**config.mk**
```make
export PLATFORM = sky130hd
export DESIGN_NAME = corebootstrap_ahb_writer_flat
export DESIGN_NICKNAME = d
export VERILOG_FILES = /design/src/rtl/corebootstrap_pkg.sv /design/src/rtl/corebootstrap_ahb_writer_if.sv /design/src/rtl/corebootstrap_wfifo.sv /design/src/rtl/corebootstrap_ahb_writer.sv /design/src/flat_wrapper.sv
export SDC_FILE = /design/constraint.sdc
export NUM_CORES = 1
export LEC_CHECK = 0
export ABC_AREA = 0
export CAP_MARGIN = 20
export CORE_MARGIN = 3
export CORE_UTILIZATION = 25
export CTS_CLUSTER_SIZE = 40
export DETAILED_ROUTE_END_ITERATION = 8
export PLACE_DENSITY_LB_ADDON = 0.25
export SLEW_MARGIN = 25
export SYNTH_ARGS = -nofsm -noshare
export SYNTH_HDL_FRONTEND = slang
export SYNTH_SLANG_ARGS = --single-unit
```
**constraint.sdc**
```tcl
create_clock -name HCLK -period 5.9 [get_ports HCLK]
set_input_delay 0.885 -clock HCLK [delete_from_list [all_inputs] [get_ports HCLK]]
set_output_delay 0.885 -clock HCLK [all_outputs]
set_load 0.05 [all_outputs]
```
**src/rtl/corebootstrap_pkg.sv**
```systemverilog
// Shared definitions for the bootstrap AHB writer: FSM state encoding and the
// fixed AHB-Lite control encodings the writer drives.
package corebootstrap_pkg;

   typedef enum logic [2:0] {
      WR_IDLE    = 3'd0,
      WR_ADDR    = 3'd1,
      WR_DATA    = 3'd2,
      WR_CHECK   = 3'd3,
      WR_RELEASE = 3'd4,
      WR_ERROR   = 3'd5
   } wr_state_e;

   localparam logic [1:0] HTRANS_IDLE   = 2'b00;
   localparam logic [1:0] HTRANS_NONSEQ = 2'b10;
   localparam logic [2:0] HSIZE_WORD    = 3'b010;
   localparam logic [2:0] HBURST_SINGLE = 3'b000;

endpackage

```
**src/rtl/corebootstrap_ahb_writer_if.sv**
```systemverilog
// AHB-Lite write-only bus between the bootstrap writer (master) and processor memory.
interface corebootstrap_ahb_if;

   logic [31:0] HADDR;
   logic [1:0]  HTRANS;
   logic        HWRITE;
   logic [2:0]  HSIZE;
   logic [2:0]  HBURST;
   logic [31:0] HWDATA;
   logic        HREADY;
   logic        HRESP;

   modport master (
      output HADDR, HTRANS, HWRITE, HSIZE, HBURST, HWDATA,
      input  HREADY, HRESP
   );

   modport slave (
      input  HADDR, HTRANS, HWRITE, HSIZE, HBURST, HWDATA,
      output HREADY, HRESP
   );

endinterface

```
**src/rtl/corebootstrap_wfifo.sv**
```systemverilog
// Two-entry 32-bit word buffer between the SPI reader strobe and the AHB writer.
// A push while full or a pop while empty is ignored; the caller flags overflow.
module corebootstrap_wfifo (
   input  logic        HCLK,
   input  logic        HRESET,
   input  logic        push,
   input  logic [31:0] push_data,
   input  logic        pop,
   output logic [31:0] pop_data,
   output logic        full,
   output logic        empty
);

   logic [31:0] mem_q [2];
   logic [31:0] mem_d [2];
   logic        wr_ptr_q, wr_ptr_d;
   logic        rd_ptr_q, rd_ptr_d;
   logic [1:0]  count_q, count_d;
   logic        do_push, do_pop;

   assign full     = (count_q == 2'd2);
   assign empty    = (count_q == 2'd0);
   assign pop_data = mem_q[rd_ptr_q];

   always_comb begin
      do_push  = push && !full;
      do_pop   = pop && !empty;
      mem_d    = mem_q;
      wr_ptr_d = wr_ptr_q;
      rd_ptr_d = rd_ptr_q;
      if (do_push) begin
         mem_d[wr_ptr_q] = push_data;
         wr_ptr_d        = ~wr_ptr_q;
      end
      if (do_pop) begin
         rd_ptr_d = ~rd_ptr_q;
      end
      count_d = count_q + {1'b0, do_push} - {1'b0, do_pop};
   end

   always_ff @(posedge HCLK) begin
      if (HRESET) begin
         mem_q    <= '{default: '0};
         wr_ptr_q <= 1'b0;
         rd_ptr_q <= 1'b0;
         count_q  <= 2'd0;
      end else begin
         mem_q    <= mem_d;
         wr_ptr_q <= wr_ptr_d;
         rd_ptr_q <= rd_ptr_d;
         count_q  <= count_d;
      end
   end

endmodule

```
**src/rtl/corebootstrap_ahb_writer.sv**
```systemverilog
// Copies bootcode words from the SPI reader into processor memory as single AHB
// writes, then releases the processor reset once the image is complete and valid.
//
// state      | meaning
// -----------+-----------------------------------------------------------
// WR_IDLE    | waiting for a buffered word, end of image, or debug bypass
// WR_ADDR    | address phase: NONSEQ on the bus, pop head when accepted
// WR_DATA    | data phase: HWDATA held until HREADY or an error response
// WR_CHECK   | all words in: verify count (and checksum when enabled)
// WR_RELEASE | processor out of reset; terminal
// WR_ERROR   | copy failed, processor held in reset; terminal
module corebootstrap_ahb_writer
   import corebootstrap_pkg::*;
#(
   parameter logic [31:0] DEST_ADDR     = 32'h8000_0000,
   parameter int          DATA_WORD_CNT = 100,
   parameter bit          CKSUM_EN      = 1'b0
) (
   input  logic                 HCLK,
   input  logic                 HRESET,
   input  logic [31:0]          rd_data,
   input  logic                 rd_data_avail,
   input  logic                 rd_all_done,
   input  logic                 cksum_done,
   input  logic                 CKSUM_ERR,
   input  logic                 SW_DEBUG_MODE,
   corebootstrap_ahb_if.master  ahb,
   output logic                 CPU_RESETN,
   output logic                 wr_all_done,
   output logic                 WR_ERR,
   output logic                 OVFL_ERR
);

   localparam int                CNT_W      = $clog2(DATA_WORD_CNT + 1) + 1;
   localparam logic [CNT_W-1:0]  CNT_TARGET = CNT_W'(DATA_WORD_CNT);

   wr_state_e        state_q, state_d;
   logic [31:0]      addr_q, addr_d;
   logic [31:0]      hwdata_q, hwdata_d;
   logic [1:0]       htrans_q, htrans_d;
   logic [CNT_W-1:0] count_q, count_d;
   logic             done_seen_q, done_seen_d;
   logic             cpu_resetn_q, cpu_resetn_d;
   logic             wr_all_done_q, wr_all_done_d;
   logic             wr_err_q, wr_err_d;
   logic             ovfl_err_q, ovfl_err_d;

   logic             accepting;
   logic             fifo_push, fifo_pop, fifo_full, fifo_empty;
   logic [31:0]      fifo_rdata;

   corebootstrap_wfifo u_wfifo (
      .HCLK      (HCLK),
      .HRESET    (HRESET),
      .push      (fifo_push),
      .push_data (rd_data),
      .pop       (fifo_pop),
      .pop_data  (fifo_rdata),
      .full      (fifo_full),
      .empty     (fifo_empty)
   );

   always_comb begin
      state_d     = state_q;
      addr_d      = addr_q;
      hwdata_d    = hwdata_q;
      count_d     = count_q;
      fifo_pop    = 1'b0;
      done_seen_d = done_seen_q | rd_all_done;

      // Once terminal, late words are discarded rather than counted as overflow.
      accepting   = (state_q != WR_RELEASE) && (state_q != WR_ERROR);
      fifo_push   = rd_data_avail && accepting && !fifo_full;
      ovfl_err_d  = ovfl_err_q | (rd_data_avail && accepting && fifo_full);

      case (state_q)
         WR_IDLE: begin
            if (SW_DEBUG_MODE)                  state_d = WR_RELEASE;
            else if (!fifo_empty)               state_d = WR_ADDR;
            else if (done_seen_q)               state_d = WR_CHECK;
         end
         WR_ADDR: begin
            if (ahb.HREADY) begin
               fifo_pop = 1'b1;
               hwdata_d = fifo_rdata;
               state_d  = WR_DATA;
            end
         end
         WR_DATA: begin
            if (ahb.HRESP) begin
               state_d = WR_ERROR;
            end else if (ahb.HREADY) begin
               addr_d  = addr_q + 32'd4;
               count_d = (&count_q) ? count_q : count_q + CNT_W'(1);
               state_d = WR_IDLE;
            end
         end
         WR_CHECK: begin
            if (count_q != CNT_TARGET)          state_d = WR_ERROR;
            else if (!CKSUM_EN)                 state_d = WR_RELEASE;
            else if (cksum_done)                state_d = CKSUM_ERR ? WR_ERROR : WR_RELEASE;
         end
         WR_RELEASE: state_d = WR_RELEASE;
         WR_ERROR:   state_d = WR_ERROR;
         default:    state_d = WR_ERROR;
      endcase

      htrans_d      = (state_d == WR_ADDR) ? HTRANS_NONSEQ : HTRANS_IDLE;
      cpu_resetn_d  = (state_d == WR_RELEASE);
      wr_all_done_d = (state_d == WR_RELEASE);
      wr_err_d      = (state_d == WR_ERROR);
   end

   always_ff @(posedge HCLK) begin
      if (HRESET) begin
         state_q       <= WR_IDLE;
         addr_q        <= DEST_ADDR;
         hwdata_q      <= 32'd0;
         htrans_q      <= HTRANS_IDLE;
         count_q       <= '0;
         done_seen_q   <= 1'b0;
         cpu_resetn_q  <= 1'b0;
         wr_all_done_q <= 1'b0;
         wr_err_q      <= 1'b0;
         ovfl_err_q    <= 1'b0;
      end else begin
         state_q       <= state_d;
         addr_q        <= addr_d;
         hwdata_q      <= hwdata_d;
         htrans_q      <= htrans_d;
         count_q       <= count_d;
         done_seen_q   <= done_seen_d;
         cpu_resetn_q  <= cpu_resetn_d;
         wr_all_done_q <= wr_all_done_d;
         wr_err_q      <= wr_err_d;
         ovfl_err_q    <= ovfl_err_d;
      end
   end

   assign ahb.HADDR   = addr_q;
   assign ahb.HTRANS  = htrans_q;
   assign ahb.HWRITE  = 1'b1;
   assign ahb.HSIZE   = HSIZE_WORD;
   assign ahb.HBURST  = HBURST_SINGLE;
   assign ahb.HWDATA  = hwdata_q;
   assign CPU_RESETN  = cpu_resetn_q;
   assign wr_all_done = wr_all_done_q;
   assign WR_ERR      = wr_err_q;
   assign OVFL_ERR    = ovfl_err_q;

endmodule
```
**src/flat_wrapper.sv**
```systemverilog
// flat-port wrapper written by rule: the top's interface ports become plain ports
module corebootstrap_ahb_writer_flat import corebootstrap_pkg::*;
#(
   parameter logic [31:0] DEST_ADDR     = 32'h8000_0000,
   parameter int          DATA_WORD_CNT = 100,
   parameter bit          CKSUM_EN      = 1'b0
)
  (HCLK, HRESET, rd_data, rd_data_avail, rd_all_done, cksum_done, CKSUM_ERR, SW_DEBUG_MODE, CPU_RESETN, wr_all_done, WR_ERR, OVFL_ERR, ahb_HADDR, ahb_HTRANS, ahb_HWRITE, ahb_HSIZE, ahb_HBURST, ahb_HWDATA, ahb_HREADY, ahb_HRESP);
  corebootstrap_ahb_if ahb_i ();
  input  logic HCLK;
  input  logic HRESET;
  input  logic [31:0] rd_data;
  input  logic rd_data_avail;
  input  logic rd_all_done;
  input  logic cksum_done;
  input  logic CKSUM_ERR;
  input  logic SW_DEBUG_MODE;
  output logic CPU_RESETN;
  output logic wr_all_done;
  output logic WR_ERR;
  output logic OVFL_ERR;
  output wire logic [$bits(ahb_i.HADDR)-1:0] ahb_HADDR;
  output wire logic [$bits(ahb_i.HTRANS)-1:0] ahb_HTRANS;
  output wire logic [$bits(ahb_i.HWRITE)-1:0] ahb_HWRITE;
  output wire logic [$bits(ahb_i.HSIZE)-1:0] ahb_HSIZE;
  output wire logic [$bits(ahb_i.HBURST)-1:0] ahb_HBURST;
  output wire logic [$bits(ahb_i.HWDATA)-1:0] ahb_HWDATA;
  input wire logic [$bits(ahb_i.HREADY)-1:0] ahb_HREADY;
  input wire logic [$bits(ahb_i.HRESP)-1:0] ahb_HRESP;
  assign ahb_HADDR = ahb_i.HADDR;
  assign ahb_HTRANS = ahb_i.HTRANS;
  assign ahb_HWRITE = ahb_i.HWRITE;
  assign ahb_HSIZE = ahb_i.HSIZE;
  assign ahb_HBURST = ahb_i.HBURST;
  assign ahb_HWDATA = ahb_i.HWDATA;
  assign ahb_i.HREADY = ahb_HREADY;
  assign ahb_i.HRESP = ahb_HRESP;
  corebootstrap_ahb_writer #(.DEST_ADDR(DEST_ADDR), .DATA_WORD_CNT(DATA_WORD_CNT), .CKSUM_EN(CKSUM_EN)) u_core (.HCLK(HCLK), .HRESET(HRESET), .rd_data(rd_data), .rd_data_avail(rd_data_avail), .rd_all_done(rd_all_done), .cksum_done(cksum_done), .CKSUM_ERR(CKSUM_ERR), .SW_DEBUG_MODE(SW_DEBUG_MODE), .ahb(ahb_i), .CPU_RESETN(CPU_RESETN), .wr_all_done(wr_all_done), .WR_ERR(WR_ERR), .OVFL_ERR(OVFL_ERR));
endmodule
```
**After elaboration in Yosys (flattened, before gate mapping)**

Cells that the tools add are included.

- Add/sub/neg operators: 4
- $lt $le $gt $ge: 3
- Eq/ne operators: 11
- Mux-type cells: 17
- Bitwise operators: 8
- Reduce and logical (&&, ||, !) cells: 15

Operator list:

| operator | count |
|---|---|
| $mux 32 | 4 |
| $bwmux 64 | 1 |
| $add 32x3->32 const B | 1 |
| $demux 32 s1 | 1 |
| $mux 3 | 6 |
| $pmux 3 s5 | 1 |
| $eq 3x3->1 const B | 3 |
| $add 8x1->8 const B | 1 |
| $ne 8x7->1 const B | 1 |
| $reduce_and 8->1 | 1 |
| $logic_and 1x1->1 | 7 |
| $eq 3x1->1 const B | 2 |
| $eq 3x2->1 const B | 2 |
| $ne 3x3->1 const B | 2 |
| $ge 2x2->1 const B | 2 |
| $not 1->1 | 4 |
| $not 1->2 | 2 |
| $reduce_and 4->1 | 1 |
| $logic_not 3->1 | 1 |
| $mux 1 | 3 |
| $reduce_and 3->1 | 1 |
| $add 2x1->2 | 1 |
| $eq 2x2->1 const B | 1 |
| $logic_not 1->1 | 2 |
| other kinds (6) | 7 |

- Bits in registers: 149
- Bits of input ports: 41
- Output and inout bits: 77
- Logic and storage cells: 72

**Longest topological paths before layout**

Gate-level depths: netlist of the first run.

- Depth in word-level cells: 7
- Mapped depth: 9
- Depth with buffers taken out: 7

**Modules after synthesis**

From an unflattened synthesis of the first run, not the netlist that was laid out.

- Cell total of the unflattened synthesis: 756
- Area total of the unflattened synthesis: 6675.2 sq um

By module, submodules not included:

| module | times used | cells an instance | area an instance (sq um) | seq. area each (sq um) |
|---|---|---|---|---|
| corebootstrap_ahb_writer | 1 | 414 | 3409.5 | 1561.5 |
| corebootstrap_wfifo | 1 | 342 | 3265.6 | 1361.3 |

**Least setup slack after synthesis of the first run**

Ideal clock, no wire load.

- Path kind: input-to-reg
- From: input port ahb_HREADY
- To: register u_core.u_wfifo.count_q[1]
- Library setup time: 0.121 ns
- Data arrival time: 2.464 ns
- Required time: 5.779 ns
- Setup slack: 3.315 ns
- Stages on the path: 9
- Path buffers: 2
- Cells stage by stage: buf_1 > nand2_1 > nor3_1 > buf_2 > nand3_1 > o221a_2 > ha_1 > nor2b_1 > mux2_2

- Longest elaborated chain between the ends: 4

RTL lines:

| what | RTL line | source |
|---|---|---|
| start: declaration | flat_wrapper.sv:28 | `input wire logic [$bits(ahb_i.HREADY)-1:0] ahb_HREADY;` |
| $mux 1 | corebootstrap_ahb_writer.sv:83 | `if (ahb.HREADY) begin` |
| $mux 1 | corebootstrap_ahb_writer.sv:76 | `case (state_q)` |
| $logic_and 1x1->1 | corebootstrap_wfifo.sv:27 | `do_pop = pop && !empty;` |
| $sub 2x1->2 | corebootstrap_wfifo.sv:38 | `count_d = count_q + {1'b0, do_push} - {1'b0, do_pop};` |
| end signal: assignment | corebootstrap_wfifo.sv:51 | `count_q <= count_d;` |
| end: declaration | corebootstrap_wfifo.sv:18 | `logic [1:0] count_q, count_d;` |

Every way passes these cells.
A chain may end at the register's enable or synchronous reset.

**Final worst setup path of the first run**

Ends and elaborated chain as after synthesis.

==> results.json, run 1 <==
{
  "syn_area_per_cell_um2": 9.53,
  "post-synth-top-count-cell": "dfxtp_1",
  "path_buf_inv": 2,
  "grt_max_degree": 78,
  "synth_top_cell_area_share": 0.475,
  "pre_cts_ws_ns": 2.33,
  "p_sw_uw": 757,
  "grt_overflow": 0,
  "ys_types": 52,
  "hold_viol_final": 0,
  "cts_tree": "built",
  "dr.pass1.iters": 4,
  "die_h_um": 163,
  "post-route-util": 0.337,
  "crit_family": "buffers and inverters",
  "max-cap-violations": 0,
  "die_w_um": 163,
  "power.internal_uw": 1880,
  "yosysSeqAreaShare": 0.475,
  "gp_congestion": 0.703,
  "worstSetupPathType": "in -> reg",
  "synthFlopType": "dfxtp_1",
  "clk_pin_slew_ns": 0.06,
  "worst_pin_slew_ns": 0.857,
  "layout.nets": 775,
  "grt_pass1_wl_um": 24100,
  "avgViaCountPerCell": 4.53,
  "cellLeakagePower_uw": 0.00298,
  "grt_setup_unrepaired": "false",
  "die_area_um2": 26500,
  "vias": 4814,
  "fmax_mhz": 320,
  "switching_share": 0.287,
  "clockBufferDepth": 2,
  "cts-resized-gates": 0,
  "slew_headroom": 0.429,
  "ys_top_cells_by_count": "146 x dfxtp_1, 123 x nor2_1, 98 x mux2i_1",
  "routed_wl_um": 15000,
  "outcome": "completed",
  "cts_hold_buffers": 0,
  "core_area_um2": 23800,
  "period_needed_ns": 3.12,
  "path_max_fanout": 67,
  "hpwl_um": 9410,
  "fin_crit_sh": 0.530,
  "area_growth_pct": 30.5,
  "worst_hold_startpoint": "u_core.u_wfifo.wr_ptr_q",
  "cts_setup_buffers": 0,
  "crit_path_top_delay_cell": "clkdlybuf4s50_1",
  "pwr-share-seq": 0.413,
  "drive_gt1_frac": 0.0646,
  "cp-end-kind": "flop",
  "synth_edf_count": 0,
  "rows": 56,
  "critPathArrivalTime_ns": 3.43,
  "numCtsBuffers": 17,
  "drtIter0Drc": 269,
  "io_pins": 118,
  "grt_pass1_vias": 4508,
  "r2r_slack_ns": 3.37,
  "ctsHtreeMaxLevel": 4,
  "netlist_instances": 646,
  "antenna_found_initial": 1,
  "drc": 0,
  "r2r-start": "u_core.state_q[0]",
  "tns_ns": 0,
  "cp_slowest_stage_delay_ns": 0.75,
  "setup_viol_count_final": 0,
  "cts.sinks": 146,
  "placed_area_um2": 7410,
  "insertion_delay_ns": 0.42,
  "path_cells": "clkdlybuf4s50_1 -> nand2_1 -> nor3_2 -> buf_4 -> nand3_1 -> o221a_2 -> ha_1 -> nor2b_1 -> mux2_2",
  "ys_warn_count": 0,
  "ir_drop_mv": 0.195,
  "port_buffers": 105,
  "synth_area_leaders": "dfxtp_1 47%, mux2i_1 16%, nor2_1 7.5%",
  "antenna_left": 0,
  "cts_root_buf": "clkbuf_16",
  "pwr_density_cell_nw_per_um2": 329,
  "synth_area_um2": 6160,
  "synth_seq_cells": 146,
  "diodes": 0,
  "min_path_type": "reg -> reg",
  "stdcell_area_um2": 8030,
  "yosysTopAreaCell": "dfxtp_1",
  "required_ns": 6.20,
  "synthArstFlopShare": 0,
  "routedWlPerCell_um": 14.1,
  "startpoint_type": "input pin",
  "clkPwrFrac": 0.438,
  "start_util": 0.258,
  "skew_ns": 0.0181,
  "final-max-slew-violation-count": 0,
  "setup_ws_ns": 2.78,
  "p_comb_frac": 0.149,
  "critPathLaunch": "ahb_HREADY",
  "grtUsageTotal": 0.114
}
-- layout by cell type, fill, tap and decap left out, types with 4 or more instances in the layout --
master	n
clkdlybuf4s50_1	104
conb_1	10
a211oi_1	33
inv_1	12
nand4_1	10
nand3_1	13
o21ai_0	8
o31ai_1	15
mux2i_1	98
inv_6	4
xor2_1	5
or4_1	15
nor2_1	123
xnor2_1	8
dfxtp_1	145
buf_4	7
nor4_1	5
a21oi_1	27
and4_1	5
nand2_1	15
or3_1	7
clkbuf_16	17
ha_1	4
-- registers in the layout, summed over array words and instances (netlist names) --
| name | cells |
|---|---|
| u_core.u_wfifo.mem_q | 64 |
| u_core.state_q | 3 |
| u_core.OVFL_ERR | 1 |
| u_core.count_q | 8 |
| u_core.CPU_RESETN | 1 |
| u_core.done_seen_q | 1 |
| u_core.ahb.HWDATA | 32 |
| u_core.u_wfifo.count_q | 2 |
| u_core.u_wfifo.rd_ptr_q | 1 |
| u_core.WR_ERR | 1 |
| u_core.ahb.HADDR | 30 |
| u_core.u_wfifo.wr_ptr_q | 1 |
| u_core.ahb.HTRANS | 1 |
-- power by group through the flow --
stage | Sequential [uW] | Combinational, uW | Clock [uW]
after floorplan | 1180 | 221 | 0
after global placement | 1110 | 397 | 0
after detailed placement | 1110 | 399 | 0
after CTS | 1090 | 401 | 1200
after global routing | 1100 | 426 | 1240
final | 1090 | 393 | 1160
-- stage by stage --
step / std cells / power, uW / hold WS (ns)
after CTS: 1062 / 2690 / 0.476
after global routing: 1062 / 2770 / 0.507
after floorplan: 654 / 1400 / 0.444
after global placement: 1030 / 1510 / 0.456
final: 1062 / 2640 / 0.472
after detailed placement: 1030 / 1510 / 0.467
-- path summary, 6_finish.rpt --
kind	to	cells past startpoint
setup / recovery	u_core.u_wfifo.count_q[1]	9
hold reg to reg	u_core.u_wfifo.wr_ptr_q	2
hold / removal	u_core.u_wfifo.wr_ptr_q	2
setup reg to reg	u_core.u_wfifo.count_q[1]	8
-- worst register-to-register path, delay by kind of cell, from the launching register on --
family	cells	cell delay (ns)
flip-flops	1	0.62
AND/OR/NAND/NOR	4	0.54
adder cells (fa/ha/maj)	1	0.18
buffers and inverters	1	0.62
AO/OA/AOI/OAI	1	0.16
multiplexers	1	0.28
-- metal layers --
metal | part of all wire | up-vias | global-route usage
li1 | - | 2450 | -
met1 | 0.51 | 2255 | 0.158
met2 | 0.43 | 97 | 0.170
met3 | 0.056 | 10 | 0.0374
met4 | 0.0099 | 2 | 0.0334
met5 | 0.00080 | - | 0
-- layout make-up --
cell class	count	area (um^2)
clock buffers	18	429
clock inverters	14	191
fillers	2508	15800
inverters	12	45.0
multi-input cells	442	2950
flip-flops and latches	146	2920
well taps	319	399
repair buffers	111	1090
-- logic make-up (layout without fill, tap and decap cells) --
| group | Yosys count | in the layout | synth area share |
|---|---|---|---|
| AND/OR/NAND/NOR | 219 | 219 | 0.178 |
| flip-flops | 146 | 146 | 0.475 |
| multiplexers | 99 | 99 | 0.161 |
| AO/OA/AOI/OAI | 97 | 97 | 0.107 |
| buffers and inverters | 66 | 155 | 0.0518 |
| XOR/XNOR | 13 | 13 | 0.0185 |
| adder cells (fa/ha/maj) | 4 | 4 | 0.00813 |
| other | 2 | 10 | 0.00122 |
Note: power is estimated with default switching activity, not from simulation.
==> run 2: changes to the inputs <==
clock period = 2.9 ns   (was 5.9 ns; I/O delays follow)
==> results.json, run 2 (synthesized netlist as in run 1, its figures left out) <==
{
  "vias": 4822,
  "regMostFlops": "u_core.u_wfifo.mem_q",
  "avgViaCountPerCell": 4.50,
  "worst_pin_slew_ns": 0.606,
  "numCtsBuffers": 17,
  "path_buf_inv": 1,
  "slew_headroom": 0.595,
  "grt_pass1_vias": 4626,
  "die_area_um2": 26500,
  "cp-end-kind": "primary output",
  "rows": 56,
  "grt_setup_unrepaired": "false",
  "final_cell_mix": "145 x dfxtp_1, 123 x nor2_1, 104 x clkdlybuf4s50_1",
  "setup_viol_count_final": 0,
  "die_h_um": 163,
  "drc": 0,
  "grt_max_degree": 63,
  "die_w_um": 163,
  "routed_wl_um": 14900,
  "drive_gt1_frac": 0.0771,
  "crit_path_top_delay_cell": "clkdlybuf4s50_1",
  "path_cells": "clkdlybuf4s50_1",
  "hold_viol_final": 0,
  "layout.nets": 784,
  "post-route-util": 0.342,
  "layout_commonest_cell": "dfxtp_1",
  "cts_tree": "built",
  "clockBufferDepth": 2,
  "area_growth_pct": 32.2,
  "dr.pass1.iters": 4,
  "gp_congestion": 0.736,
  "start_util": 0.258,
  "antenna_found_initial": 1,
  "hpwl_um": 9820,
  "diodes": 0,
  "max-cap-violations": 0,
  "cts_hold_buffers": 0,
  "startpoint_type": "flop",
  "drtIter0Drc": 198,
  "fmax_mhz": 459,
  "fillCellCount": 2483,
  "critPathLaunch": "u_core.ahb.HADDR[15]",
  "tns_ns": 0,
  "insertion_delay_ns": 0.42,
  "final-max-slew-violation-count": 0,
  "skew_ns": 0.0103,
  "min_path_type": "in -> reg",
  "path_max_fanout": 8,
  "cellLeakagePower_uw": 0.00304,
  "antenna_left": 0,
  "cts_root_buf": "clkbuf_16",
  "port_buffers": 105,
  "routedWlPerCell_um": 13.9,
  "cp_slowest_stage_delay_ns": 0.86,
  "worst_hold_startpoint": "HRESET",
  "io_pins": 118,
  "cts-resized-gates": 0,
  "grtUsageTotal": 0.113,
  "r2r-start": "u_core.state_q[1]",
  "outcome": "completed",
  "required_ns": 2.47,
  "cts_setup_buffers": 0,
  "cts.sinks": 146,
  "grt_pass1_wl_um": 24100,
  "largest_reg_flops": 64,
  "worstSetupPathType": "reg -> out",
  "pwr_density_cell_nw_per_um2": 660,
  "critPathArrivalTime_ns": 1.74,
  "period_needed_ns": 2.18,
  "ir_drop_mv": 0.265,
  "clk_pin_slew_ns": 0.07,
  "ctsHtreeMaxLevel": 4,
  "setup_ws_ns": 0.723,
  "grt_overflow": 0,
  "dp.cells": 1039,
  "pre_cts_ws_ns": 0.417,
  "finalNonFillerCells": 1071,
  "fin_crit_sh": 0.751,
  "core_area_um2": 23800,
  "crit_family": "buffers and inverters"
}
==> run 2: metrics by stage <==
step                total power (uW)  cell area, um^2  hold WS [ns]
floorplan                       2840             6190         0.444
global placement                3090             7520         0.461
detailed placement              3100             7520         0.460
CTS                             5460             8140         0.482
global route                    5620             8140         0.485
finish                          5370             8140         0.477
==> run 2: final timing paths <==
check | to | slack [ns] | depth (start not counted)
worst max-delay path | ahb_HADDR[15] | 0.72 | 1
worst min-delay path | u_core.u_wfifo.mem_q[25] | 0.48 | 2
worst max register to register | u_core.ahb.HADDR[25] | 0.76 | 5
worst min register to register | u_core.OVFL_ERR | 0.48 | 2
==> run 2: power breakdown <==
| group | switching, uW | total, uW | internal, uW | leakage (uW) |
|---|---|---|---|---|
| combinational | 489 | 822 | 333 | 0.00155 |
| sequential | 91.6 | 2220 | 2130 | 0.00119 |
| clock | 943 | 2330 | 1390 | 0.000301 |
| total | 1520 | 5370 | 3850 | 0.00304 |
==> run 2: worst register-to-register path, stage by stage, from the launching register on <==
cell	delay, ns
dfxtp_1	0.62
nand3b_1	0.28
or3_1	0.42
buf_4	0.20
or4_1	0.42
a21oi_1	0.15
==> run 2: final cells by class <==
cell class,instances,area [um^2],area share
Clock buffer,17,425,0.0523
Clock inverter,15,196,0.0241
Inverter,12,45.0,0.00553
Multi-Input combinational cell,442,2950,0.362
Sequential cell,146,2920,0.359
Tap cell,319,399,0.0490
Timing Repair Buffer,120,1200,0.147
==> run 2: layer usage <==
layer / up-vias / GRT usage / wire [um]
li1: 2484 / - / -
met1: 2233 / 0.156 / 7640
met2: 92 / 0.170 / 6320
met3: 11 / 0.0379 / 765
met4: 2 / 0.0288 / 137
met5: - / 0 / 20
==> variant, RTL diff (config.mk and constraints of run 2) <==
`CKSUM_EN` is set to 1'b0 in 2 places; all go to 1'b1.
--- a/src/rtl/corebootstrap_ahb_writer.sv
+++ b/src/rtl/corebootstrap_ahb_writer.sv
@@ -14,7 +14,7 @@
 #(
    parameter logic [31:0] DEST_ADDR     = 32'h8000_0000,
    parameter int          DATA_WORD_CNT = 100,
-   parameter bit          CKSUM_EN      = 1'b0
+   parameter bit          CKSUM_EN      = 1'b1
 ) (
    input  logic                 HCLK,
    input  logic                 HRESET,
--- a/src/flat_wrapper.sv
+++ b/src/flat_wrapper.sv
@@ -3,7 +3,7 @@
 #(
    parameter logic [31:0] DEST_ADDR     = 32'h8000_0000,
    parameter int          DATA_WORD_CNT = 100,
-   parameter bit          CKSUM_EN      = 1'b0
+   parameter bit          CKSUM_EN      = 1'b1
 )
   (HCLK, HRESET, rd_data, rd_data_avail, rd_all_done, cksum_done, CKSUM_ERR, SW_DEBUG_MODE, CPU_RESETN, wr_all_done, WR_ERR, OVFL_ERR, ahb_HADDR, ahb_HTRANS, ahb_HWRITE, ahb_HSIZE, ahb_HBURST, ahb_HWDATA, ahb_HREADY, ahb_HRESP);
   corebootstrap_ahb_if ahb_i ();
Check against the original RTL: no difference found for any inputs over 4 cycles, from zero or initial values and one cycle with HRESET high; that may be too few to reach the edited logic, so the function may still have changed.
==> variant against run 2 <==
Fmax shrank 9.0%. Setup slack got worse by 0.22 ns. Power grew 3.2%. Wire length is 0.86% higher. Area after synthesis grew 1.0%. Cell area is 0.60% higher. Largest cell class unchanged. Register-to-register slack got worse by 0.04 ns. Critical endpoint is now u_core.ahb.HADDR[28]. Global-route usage rose by 0.22 points. Sequential cell count is the same. Highest routed layer is now met4. Synthesized cell count up 1.7%.
==> variant: results (changes against run 2) <==
* Postcts setup bufs at 0 (unchanged)
* CP max-delay cell: or3_1 (was clkdlybuf4s50_1)
* Final hold slack at 0.385 ns (was 0.477 ns)
* Initial antenna violation count at 0 (was 1)
* Comb. pwr at 1070 uW (was 822 uW)
* Placed insts at 1058 (was 1039)
* WL/cell at 13.8 um (was 13.9 um)
* Largest net degree at the start of global routing at 96 (was 63)
* Commonest cells in the synthesized netlist: dfxtp_1 (146), nor2_1 (121), mux2i_1 (99) (was dfxtp_1 (146), nor2_1 (123), mux2i_1 (98))
* Clock transition at the registers of the reported paths at 0.07 ns (about the same)
* Status: complete, no violations (unchanged)
* Post-DP HPWL at 9490 um (was 9820 um)
* WL final at 15000 um (was 14900 um)
* Post-Synth XOR/XNOR Area at 0.0183 (was 0.0185)
* Layout cells sized above 1 at 0.0770 (was 0.0771)
* Worst vdd ir at 0.359 mV (was 0.265 mV)
* CP max stage delay at 0.61 ns (was 0.86 ns)
* Crit path DAT at 2.69 ns (was 1.74 ns)
* CP max FO at 13 (was 8)
* Distinct cells, synth at 51 (was 52)
* P_seq at 2280 uW (was 2220 uW)
* Routed vias/inst at 4.50 (about the same)
* Ant diodes at 0 (unchanged)
* Register name with the most flops: u_core.u_wfifo.mem_q (unchanged)
* Root buffer cell: clkbuf_16 (unchanged)
* Mux cell area share after synthesis at 0.165 (was 0.161)
* Vias in the first global route at 4785 (was 4626)
* Sw Share at 0.306 (was 0.284)
* Internal at 3840 uW (was 3850 uW)
* FF-to-FF Start: u_core.state_q[0] (was u_core.state_q[1])
* Clock Skew at 0.0128 ns (was 0.0103 ns)
* Synth Area in Compound Gates at 0.0986 (was 0.107)
* GPL Wtd Cong at 0.793 (was 0.736)
* Worst r2r path cells at 4 (was 5)
* I/O Buffers at 107 (was 105)
* Max reg flops at 64 (unchanged)
* Initial DRC count at 337 (was 198)
* Post-synth ARST share at 0 (unchanged)
* Worst setup path start: ahb_HRESP (was u_core.ahb.HADDR[15])
* Seq/Total Area, Yosys at 0.470 (was 0.475)
* Worst-Margin Slew at 0.713 ns (was 0.606 ns)
* Hold Path Cell Cnt at 2 (unchanged)
* Post-Synth Adder-Cell Area at 0.0101 (was 0.00813)
* Hold Path Class: input port to register (unchanged)
* Critical path endpoint: u_core.ahb.HADDR[28] (was ahb_HADDR[15])
* Final nets at 799 (was 784)
* First-pass GRT wire length at 24700 um (was 24100 um)
* FF-to-FF setup slack at 0.72 ns (was 0.76 ns)
* Main area contributors after synthesis: dfxtp_1 (47%), mux2i_1 (16%), nor2_1 (7.3%), a211oi_1 (3.9%), a21oi_1 (1.7%) (was dfxtp_1 (47%), mux2i_1 (16%), nor2_1 (7.5%), a211oi_1 (4.0%), a21oi_1 (2.2%))
* Syn Inst Count at 657 (was 646)
* Leak at 0.00308 uW (was 0.00304 uW)
* Gr usage total at 0.115 (was 0.113)
* Min-Delay Endpoint: u_core.ahb.HADDR[8] (was u_core.u_wfifo.mem_q[25])
-- variant: per-layer routing --
layer | routed length [um] | part of all wire | track usage
met2 | 6820 | 0.45 | 0.182
met5 | 0 | 0 | 0
met1 | 7270 | 0.48 | 0.148
met3 | 730 | 0.049 | 0.0366
met4 | 188 | 0.013 | 0.0415
-- variant: metrics by stage --
step	setup WS, ns	cell area (um2)
after floorplan	0.578	6250
after global placement	0.0839	7610
after detailed placement	0.0476	7610
after CTS	0.494	8190
after global routing	0.380	8190
final	0.508	8190
-- variant: area by class of cell --
class / count / area [um2]
fill: 2518 / 16200
multi-input combinational: 449 / 3010
sequential: 146 / 2920
timing repair buffer: 124 / 1210
clock buffer: 18 / 439
tap: 324 / 405
clock inverter: 14 / 143
inverter: 15 / 56.3
-- variant: worst max-delay path, delay by kind of cell --
kind	cells	cell delay (ns)
buffers and inverters	1	0.49
multiplexers	1	0.36
AND/OR/NAND/NOR	3	1.40
